**src/rtl/pipe_stage_chain.sv**
```systemverilog
// Parametrised valid/ready register chain with per-stage flush, bubble collapse and occupancy count.
// Optional PIPE_STATS_EN adds accept_cnt / flush_cnt statistics ports.

module pipe_stage_reg #(
    parameter int DATA_W = 32
) (
    input  logic              clk,
    input  logic              Reset,
    input  logic              i_ld,
    input  logic              i_kill,
    input  logic              i_valid,
    input  logic [DATA_W-1:0] i_data,
    output logic              o_nv,
    output logic              o_valid,
    output logic [DATA_W-1:0] o_data
);
    logic              r_valid;
    logic [DATA_W-1:0] r_data;
    logic              w_nv;

    // Item that would sit in this stage after the edge, before flush is applied.
    assign w_nv = i_ld ? i_valid : r_valid;

    always_ff @(posedge clk or negedge Reset) begin
        if (!Reset) begin
            r_valid <= 1'b0;
            r_data  <= '0;
        end else begin
            r_valid <= w_nv & ~i_kill;
            if (i_ld) r_data <= i_data;
        end
    end

    assign o_nv    = w_nv;
    assign o_valid = r_valid;
    assign o_data  = r_data;
endmodule

module pipe_stage_chain #(
    parameter  int DATA_W = 32,
    parameter  int STAGES = 4,
    localparam int OCC_W  = $clog2(STAGES + 1)
) (
    input  logic              clk,
    input  logic              Reset,
    input  logic              in_valid,
    output logic              in_ready,
    input  logic [DATA_W-1:0] in_data,
    output logic              out_valid,
    input  logic              out_ready,
    output logic [DATA_W-1:0] out_data,
    input  logic [STAGES-1:0] flush,
`ifdef PIPE_STATS_EN
    output logic [31:0]       accept_cnt,
    output logic [31:0]       flush_cnt,
`endif
    output logic [OCC_W-1:0]  occupancy
);
    logic [STAGES-1:0]             w_rdy;
    logic [STAGES-1:0]             w_nv;
    logic [STAGES-1:0]             w_valid;
    logic [STAGES-1:0]             w_up_valid;
    logic [STAGES-1:0][DATA_W-1:0] w_data;
    logic [STAGES-1:0][DATA_W-1:0] w_up_data;
    logic [OCC_W-1:0]              w_occ;

    // Ready ripples from the output end; a stage can load if empty or if its successor moves.
    always_comb begin
        w_rdy = '0;
        w_rdy[STAGES-1] = ~w_valid[STAGES-1] | out_ready;
        for (int i = STAGES - 2; i >= 0; i--)
            w_rdy[i] = ~w_valid[i] | w_rdy[i+1];
    end

    always_comb begin
        w_up_valid    = '0;
        w_up_data     = '0;
        w_up_valid[0] = in_valid;
        w_up_data[0]  = in_data;
        for (int i = 1; i < STAGES; i++) begin
            w_up_valid[i] = w_valid[i-1];
            w_up_data[i]  = w_data[i-1];
        end
    end

    for (genvar g = 0; g < STAGES; g++) begin : g_stage
        pipe_stage_reg #(.DATA_W(DATA_W)) u_stage (
            .clk     (clk),
            .Reset   (Reset),
            .i_ld    (w_rdy[g]),
            .i_kill  (flush[g]),
            .i_valid (w_up_valid[g]),
            .i_data  (w_up_data[g]),
            .o_nv    (w_nv[g]),
            .o_valid (w_valid[g]),
            .o_data  (w_data[g])
        );
    end

    always_comb begin
        w_occ = '0;
        for (int i = 0; i < STAGES; i++)
            w_occ = w_occ + OCC_W'(w_valid[i]);
    end

    assign in_ready  = w_rdy[0];
    assign out_valid = w_valid[STAGES-1];
    assign out_data  = w_data[STAGES-1];
    assign occupancy = w_occ;

`ifdef PIPE_STATS_EN
    logic [31:0] r_accept_cnt;
    logic [31:0] r_flush_cnt;
    logic [31:0] w_kill_cnt;

    // Counts only live items destroyed, so flushing an empty stage is free.
    always_comb begin
        w_kill_cnt = '0;
        for (int i = 0; i < STAGES; i++)
            w_kill_cnt = w_kill_cnt + 32'(w_nv[i] & flush[i]);
    end

    always_ff @(posedge clk or negedge Reset) begin
        if (!Reset) begin
            r_accept_cnt <= '0;
            r_flush_cnt  <= '0;
        end else begin
            r_accept_cnt <= r_accept_cnt + 32'(in_valid & w_rdy[0]);
            r_flush_cnt  <= r_flush_cnt + w_kill_cnt;
        end
    end

    assign accept_cnt = r_accept_cnt;
    assign flush_cnt  = r_flush_cnt;
`endif
endmodule

```
**config.mk**
```make
export PLATFORM = sky130hd
export DESIGN_NAME = pipe_stage_chain
export DESIGN_NICKNAME = d
export VERILOG_FILES = /design/src/rtl/pipe_stage_chain.sv
export SDC_FILE = /design/constraint.sdc
export NUM_CORES = 1
export LEC_CHECK = 0
export ABC_AREA = 1
export CAP_MARGIN = 30
export CORE_MARGIN = 2
export CORE_UTILIZATION = 48
export CTS_CLUSTER_DIAMETER = 30
export CTS_CLUSTER_SIZE = 30
export DETAILED_ROUTE_END_ITERATION = 12
export PLACE_DENSITY = 0.83
export SLEW_MARGIN = 10
export SYNTH_ARGS = -nofsm -noshare
export SYNTH_HDL_FRONTEND = slang
export SYNTH_SLANG_ARGS = --single-unit
```
**constraint.sdc**
```tcl
create_clock -name clk -period 2.3 [get_ports clk]
set_clock_uncertainty 0.1 [all_clocks]
set_input_delay 0.69 -clock clk [delete_from_list [all_inputs] [get_ports clk]]
set_output_delay 0.69 -clock clk [all_outputs]
set_load 0.1 [all_outputs]
```
==> results.tsv, run 1 <==
metric	value	unit
status	finished, violations left	
violated checks	setup timing	
Final setup viols	4	
post-route ant nets	0	
worst min path class	input pin to async pin	
Setup TNS	-1.70	ns
TritonCTS clock tree	done	
Cell Area, Synth	5050	um2
FF-to-FF Start	g_stage[0].u_stage.o_valid	
RSZ-0062 raised after global routing	yes	
Seq/Total Area, Yosys	0.654	
largest family of logic cells by synthesized area	simple AND/OR/NAND/NOR gates	
proportion of synthesized area in mux cells	0	
total number of vias	3909	
Synth area leaders	dfrtp_1, nand2_1, nand3_1, o21ai_0, o21ai_1	
Post-Synthesis Cells	535	
initial DRC count	158	
fin crit share	1.26	
Die Y	107	um
layout cells sized above 1	0.159	
leading area contributor after synthesis	dfrtp_1	
initial core utilization	0.491	
Net Count, Synth	578	
post-synthesis compound-gate area fraction	0.0664	
final critical-path required period	2.90	ns
final core occ	0.683	
Wirelength per Cell	14.6	um
DR DRC count	0	
vias in the first global route	4080	
Die Wd	107	um
area delta synth->final	39.0	%
Final #Nets	664	
DRT Pass-1 Iters	4	
post-synthesis xor/xnor area fraction	0	
leakage	3.45	nW
Worst VDD drop	611	uV
CP startpoint	g_stage[0].u_stage.o_valid	
GRT Overall Usage	0.217	
adder-cell share of the synthesized area	0.00892	
WS Path Type	flop to primary output	
Startpoint Class	flop	
Synth Register Bits	132	
initial antenna violation count	0	
largest net degree at the start of global routing	61	
Fin. Hold Viols	0	
Clock transition at path regs	0.06	ns
Worst R2R Setup Slack	0.65	ns
Clock Sinks	132	
slew of the pin with the lowest slew margin	0.553	ns
antenna diode count	0	
global-route wire length before repair	19200	um
Clock Latency Late Sink	0.50	ns
Final Max Slew Viols	0	
Congestion Overflow GR	0	
Pwr per Cell Area	835	nW/um2
max frequency	345	MHz
synthesized area per cell	9.44	um2
post-synth top area share	0.654	
CP required	1.51	ns
H-tree Lvls	4	
Max Root-Sink Buffers	2	
slew margin rel.	0.631	
synthesized-area fraction occupied by and/or/nand/nor cells	0.209	
yosys warns	0	
WL final	11200	um
GPL Wtd Cong	0.822	
total power	5.87	mW
Synth cell types	20	
clock root buffer	clkbuf_8	
Cell Rows	37	
worst setup path endpoint	occupancy[1]	
total CTS buffers	17	
Die ar.	11400	um2
I/O pins	77	
IO buf count	76	
Arr. time, crit path	2.11	ns
final worst slack	-0.598	ns
reg-to-reg endpoint	g_stage[0].u_stage.o_data[14]	
max_cap viols	0	
DP HPWL	7190	um
R2R cell count	5	
core area	10300	um2
CTS Hold Bufs	0	
vias per cell	5.08	
worst-path maximum fanout	2	
endpoint class of the critical path	primary output	
-- registers in the layout, summed over array words and instances (netlist names) --
register / flops
g_stage.u_stage.o_data: 128
g_stage.u_stage.o_valid: 4
-- cells by family after synthesis --
kind of cell	after synthesis
AOI/OAI and AO/OA	67
and+or+nand+nor	263
buffers and inverters	70
DFF	132
adders and majority gates	3
-- layout make-up --
type                            instances  area [um2]
Inverter                               41         156
Clock buffer                           18         418
Multi-Input combinational cell        333        1460
Fill cell                             774        3260
Tap cell                              136         170
Clock inverter                         14         150
Sequential cell                       132        3310
Timing Repair Buffer                   96        1360
-- where the power goes --
part / total (mW) / internal, mW / switching (mW) / leakage [nW]
Combinational: 0.765 / 0.285 / 0.480 / 1.63
Sequential: 2.54 / 2.45 / 0.0883 / 1.54
Clock: 2.56 / 1.55 / 1.01 / 0.273
Total: 5.87 / 4.29 / 1.57 / 3.45
-- Yosys cell counts --
master and number:
buf_1 2, inv_2 3, dfrtp_1 132, nand3_1 32, nand2_1 225, nand3_2 1
nand4_2 1, clkbuf_1 13, clkbuf_2 1, buf_6 4, o21ai_0 32, nor2_4 2
fa_1 1, buf_2 7, inv_1 38, a21oi_1 3, o21ai_1 32, nor2_1 2
buf_4 2, ha_1 2
-- per-stage QoR --
stage / instances / area [um2] / setup slack (ns) / hold WS (ns)
floorplan: 535 / 5080 / -0.327 / 0.294
global placement: 738 / 6450 / -0.104 / 0.360
detailed placement: 738 / 6450 / -0.147 / 0.364
CTS: 770 / 7020 / -0.621 / 0.0507
global route: 770 / 7020 / -0.669 / 0.0818
finish: 770 / 7020 / -0.598 / 0.0606
-- metal layers --
metal,vias up,track usage,part of all wire
li1,1851,-,-
met1,1904,0.257,0.39
met2,128,0.377,0.54
met3,26,0.0462,0.041
met4,0,0.105,0.026
met5,-,0,0
-- how the worst min path moves through the flow --
| stage | end | depth (start not counted) |
|---|---|---|
| floorplan | g_stage[0].u_stage.o_data[0] | 0 |
| global placement | g_stage[3].u_stage.o_data[20] | 2 |
| detailed placement | g_stage[3].u_stage.o_data[20] | 2 |
| CTS | g_stage[0].u_stage.o_valid | 1 |
| global route | g_stage[0].u_stage.o_valid | 1 |
| finish | g_stage[0].u_stage.o_valid | 1 |
-- critical path, cell delays in order (launching register included) --
cell,delay (ns)
dfrtp_1,0.36
inv_2,0.06
fa_1,0.55
inv_2,0.05
ha_4,0.15
ha_4,0.26
buf_12,0.16
-- cells in the final DEF, fill, tap and decap left out, types with 3 or more instances in the layout --
cell type        instances
inv_1                   36
buf_12                  43
clkinv_2                 3
nand2_1                225
buf_4                   14
dfrtp_1                131
clkbuf_16               16
a21oi_1                  3
clkdlybuf4s50_1         38
o21ai_0                 32
inv_6                    5
nand3_1                 32
clkinvlp_4               3
o21ai_1                 32
inv_2                    4
-- timing repair --
| action | CTS | global route |
|---|---|---|
| setup buffers | 1 | 1 |
| cloned | 0 | 0 |
| resized for setup | 0 | 1 |
| pin swaps | 1 | 0 |
| endpoints found under the setup margin | 4 | 4 |
Note: power is estimated with default switching activity, not from simulation.
==> run 2, diff against run 1 <==
SETUP_SLACK_MARGIN = 0.3   (was not set)
SLEW_MARGIN = 5   (was 10)
==> run 2 against run 1 <==
Against the previous run: the flow still finishes with violations (setup timing); flip-flop and latch count is the same; cell count unchanged; global-route usage decreased by 0.56 points; sequential power is essentially flat; cell area up 0.82%; via count decreased by 2.5%.
==> results.tsv, run 2 (synthesized netlist as in run 1, its figures left out) <==
metric	value	unit	change
Final Max Slew Viols	0		unchanged
TritonCTS clock tree	done		
Pint	4.51	mW	+5.2%
most frequent cells in the layout	nand2_1, dfrtp_1, buf_12		
total number of vias	3813		-2.5%
GPL Wtd Cong	0.777		-5.5%
P_sw	1.59	mW	+0.93%
DP HPWL	7000	um	-2.7%
H-tree Lvls	4		unchanged
met2 GRT Util	0.379		+0.00227
hold_sp	g_stage[3].u_stage.o_data[11]		
worst-path maximum fanout	2		unchanged
Final setup viols	4		unchanged
leakage	3.46	nW	+0.44%
Pwr per Cell Area	862	nW/um2	+3.2%
cell count after placement	734		-0.54%
GRT Overall Usage	0.212		-0.00557
clock root buffer	clkbuf_8		
Congestion Overflow GR	0		unchanged
max reg flops	128		unchanged
RSZ-0062 raised after global routing	yes		
post-route ant nets	0		unchanged
WS Path Type	flop to primary output		
Cell Rows	37		unchanged
most common cell after layout, fill and taps aside	nand2_1		
Area after DPL	6410	um2	-0.66%
slew margin rel.	0.731		+0.0996
Clock power frac	0.460		+0.024
largest net degree at the start of global routing	56		-8.2%
WL final	11200	um	-0.59%
worst setup path endpoint	occupancy[1]		
vias in the first global route	3969		-2.7%
Max Root-Sink Buffers	2		unchanged
initial core utilization	0.491		unchanged
fin cells	770		unchanged
Arr. time, crit path	2.14	ns	+0.03 ns
Fin. Hold Viols	0		unchanged
R2R cell count	9		+4
Final #Nets	664		unchanged
final worst slack	-0.626	ns	-0.0282 ns
CP startpoint	g_stage[3].u_stage.o_valid		
core area	10300	um2	unchanged
endpoint class of the critical path	primary output		
Sw Share	0.260		-0.00810
reg-to-reg endpoint	g_stage[0].u_stage.o_data[13]		
initial DRC count	162		+2.5%
fin crit share	1.27		+0.0123
Die Y	107	um	unchanged
layout cells sized above 1	0.156		-0.00315
initial antenna violation count	0		unchanged
Final Instance Area	7080	um2	+0.82%
Worst VDD drop	502	uV	-18%
Most Crowded Layer GR	met2		
antenna diode count	0		unchanged
Clock Sinks	132		unchanged
Die ar.	11400	um2	unchanged
vias per cell	4.95		-2.5%
global-route wire length before repair	18500	um	-3.7%
final critical-path required period	2.93	ns	+0.0282 ns
CP required	1.51	ns	about the same
max frequency	342	MHz	-0.96%
violated checks	setup timing		
I/O pins	77		unchanged
IO buf count	76		unchanged
status	finished, violations left		
Clock Latency Late Sink	0.51	ns	about the same
Wirelength per Cell	14.5	um	-0.59%
area delta synth->final	40.2	%	
Clock transition at path regs	0.06	ns	about the same
M3 GR Usage	0.0468		+0.000608
Sequential Power Share	0.416		-0.017
DRT Pass-1 Iters	4		unchanged
Die Wd	107	um	unchanged
Startpoint Class	flop		
Logic pwr share	0.124		-0.006
slew of the pin with the lowest slew margin	0.404	ns	-0.149 ns
total power	6.10	mW	+4.1%
GR Layer Usage met1	0.249		-0.00853
FF-to-FF Start	g_stage[3].u_stage.o_valid		
max_cap viols	0		unchanged
Worst R2R Setup Slack	0.55	ns	-0.10 ns
DR DRC count	0		unchanged
total CTS buffers	17		unchanged
worst min path class	flop to flop		
[run 2: layout make-up]
class                      instances  area [um2]
clock buffer                      19         422
clock inverter                    13         198
fill                             768        3200
inverter                          41         156
multi-input combinational        333        1470
sequential                       132        3310
tap                              136         170
timing repair buffer              96        1360
[run 2: what timing repair did]
action,4_1_cts,5_1_grt
setup buffers,1,2
endpoints found under the setup margin,5,5
hold endpoints to repair,35,0
pin swaps,0,1
hold buffers,1,0
resized for setup,1,3
[run 2: how the worst min path moves through the flow]
stage,end,cells after the start,slack (ns)
floorplan,g_stage[0].u_stage.o_data[0],0,0.29
global placement,g_stage[3].u_stage.o_data[12],2,0.36
detailed placement,g_stage[3].u_stage.o_data[11],2,0.36
CTS,g_stage[3].u_stage.o_data[11],2,0.38
global route,g_stage[3].u_stage.o_data[11],2,0.40
finish,g_stage[3].u_stage.o_data[11],2,0.37
[run 2: routing by layer]
metal / vias to the layer above / wire [um]
met5: - / 0
met4: 0 / 186
met3: 12 / 418
met2: 101 / 6050
met1: 1856 / 4500
li1: 1844 / -
[run 2: critical path: stages, from the launching register on]
cell and delay [ns]:
dfrtp_4 0.43, inv_4 0.04, fa_1 0.52, inv_2 0.05, ha_4 0.15, ha_4 0.26, buf_12 0.16
[run 2: power by group through the flow]
| stage | clock [mW] | sequential (mW) | combinational, mW |
|---|---|---|---|
| 4_1_cts | 2.83 | 2.54 | 0.764 |
| 3_5_place_dp | 0 | 2.58 | 0.755 |
| 6_report | 2.81 | 2.54 | 0.760 |
| 3_3_place_gp | 0 | 2.57 | 0.737 |
| 2_1_floorplan | 0 | 2.81 | 0.156 |
| 5_1_grt | 2.94 | 2.55 | 0.806 |
[run 2: metrics by stage]
stage | util | hold slack, ns | setup TNS, ns | worst slack (ns)
after global placement | 0.624 | 0.359 | -0.169 | -0.104
after CTS | 0.686 | 0.375 | -1.80 | -0.637
after global routing | 0.689 | 0.397 | -2.07 | -0.674
after floorplan | - | 0.294 | -0.671 | -0.327
after detailed placement | 0.624 | 0.361 | -0.208 | -0.114
final | 0.689 | 0.373 | -1.86 | -0.626
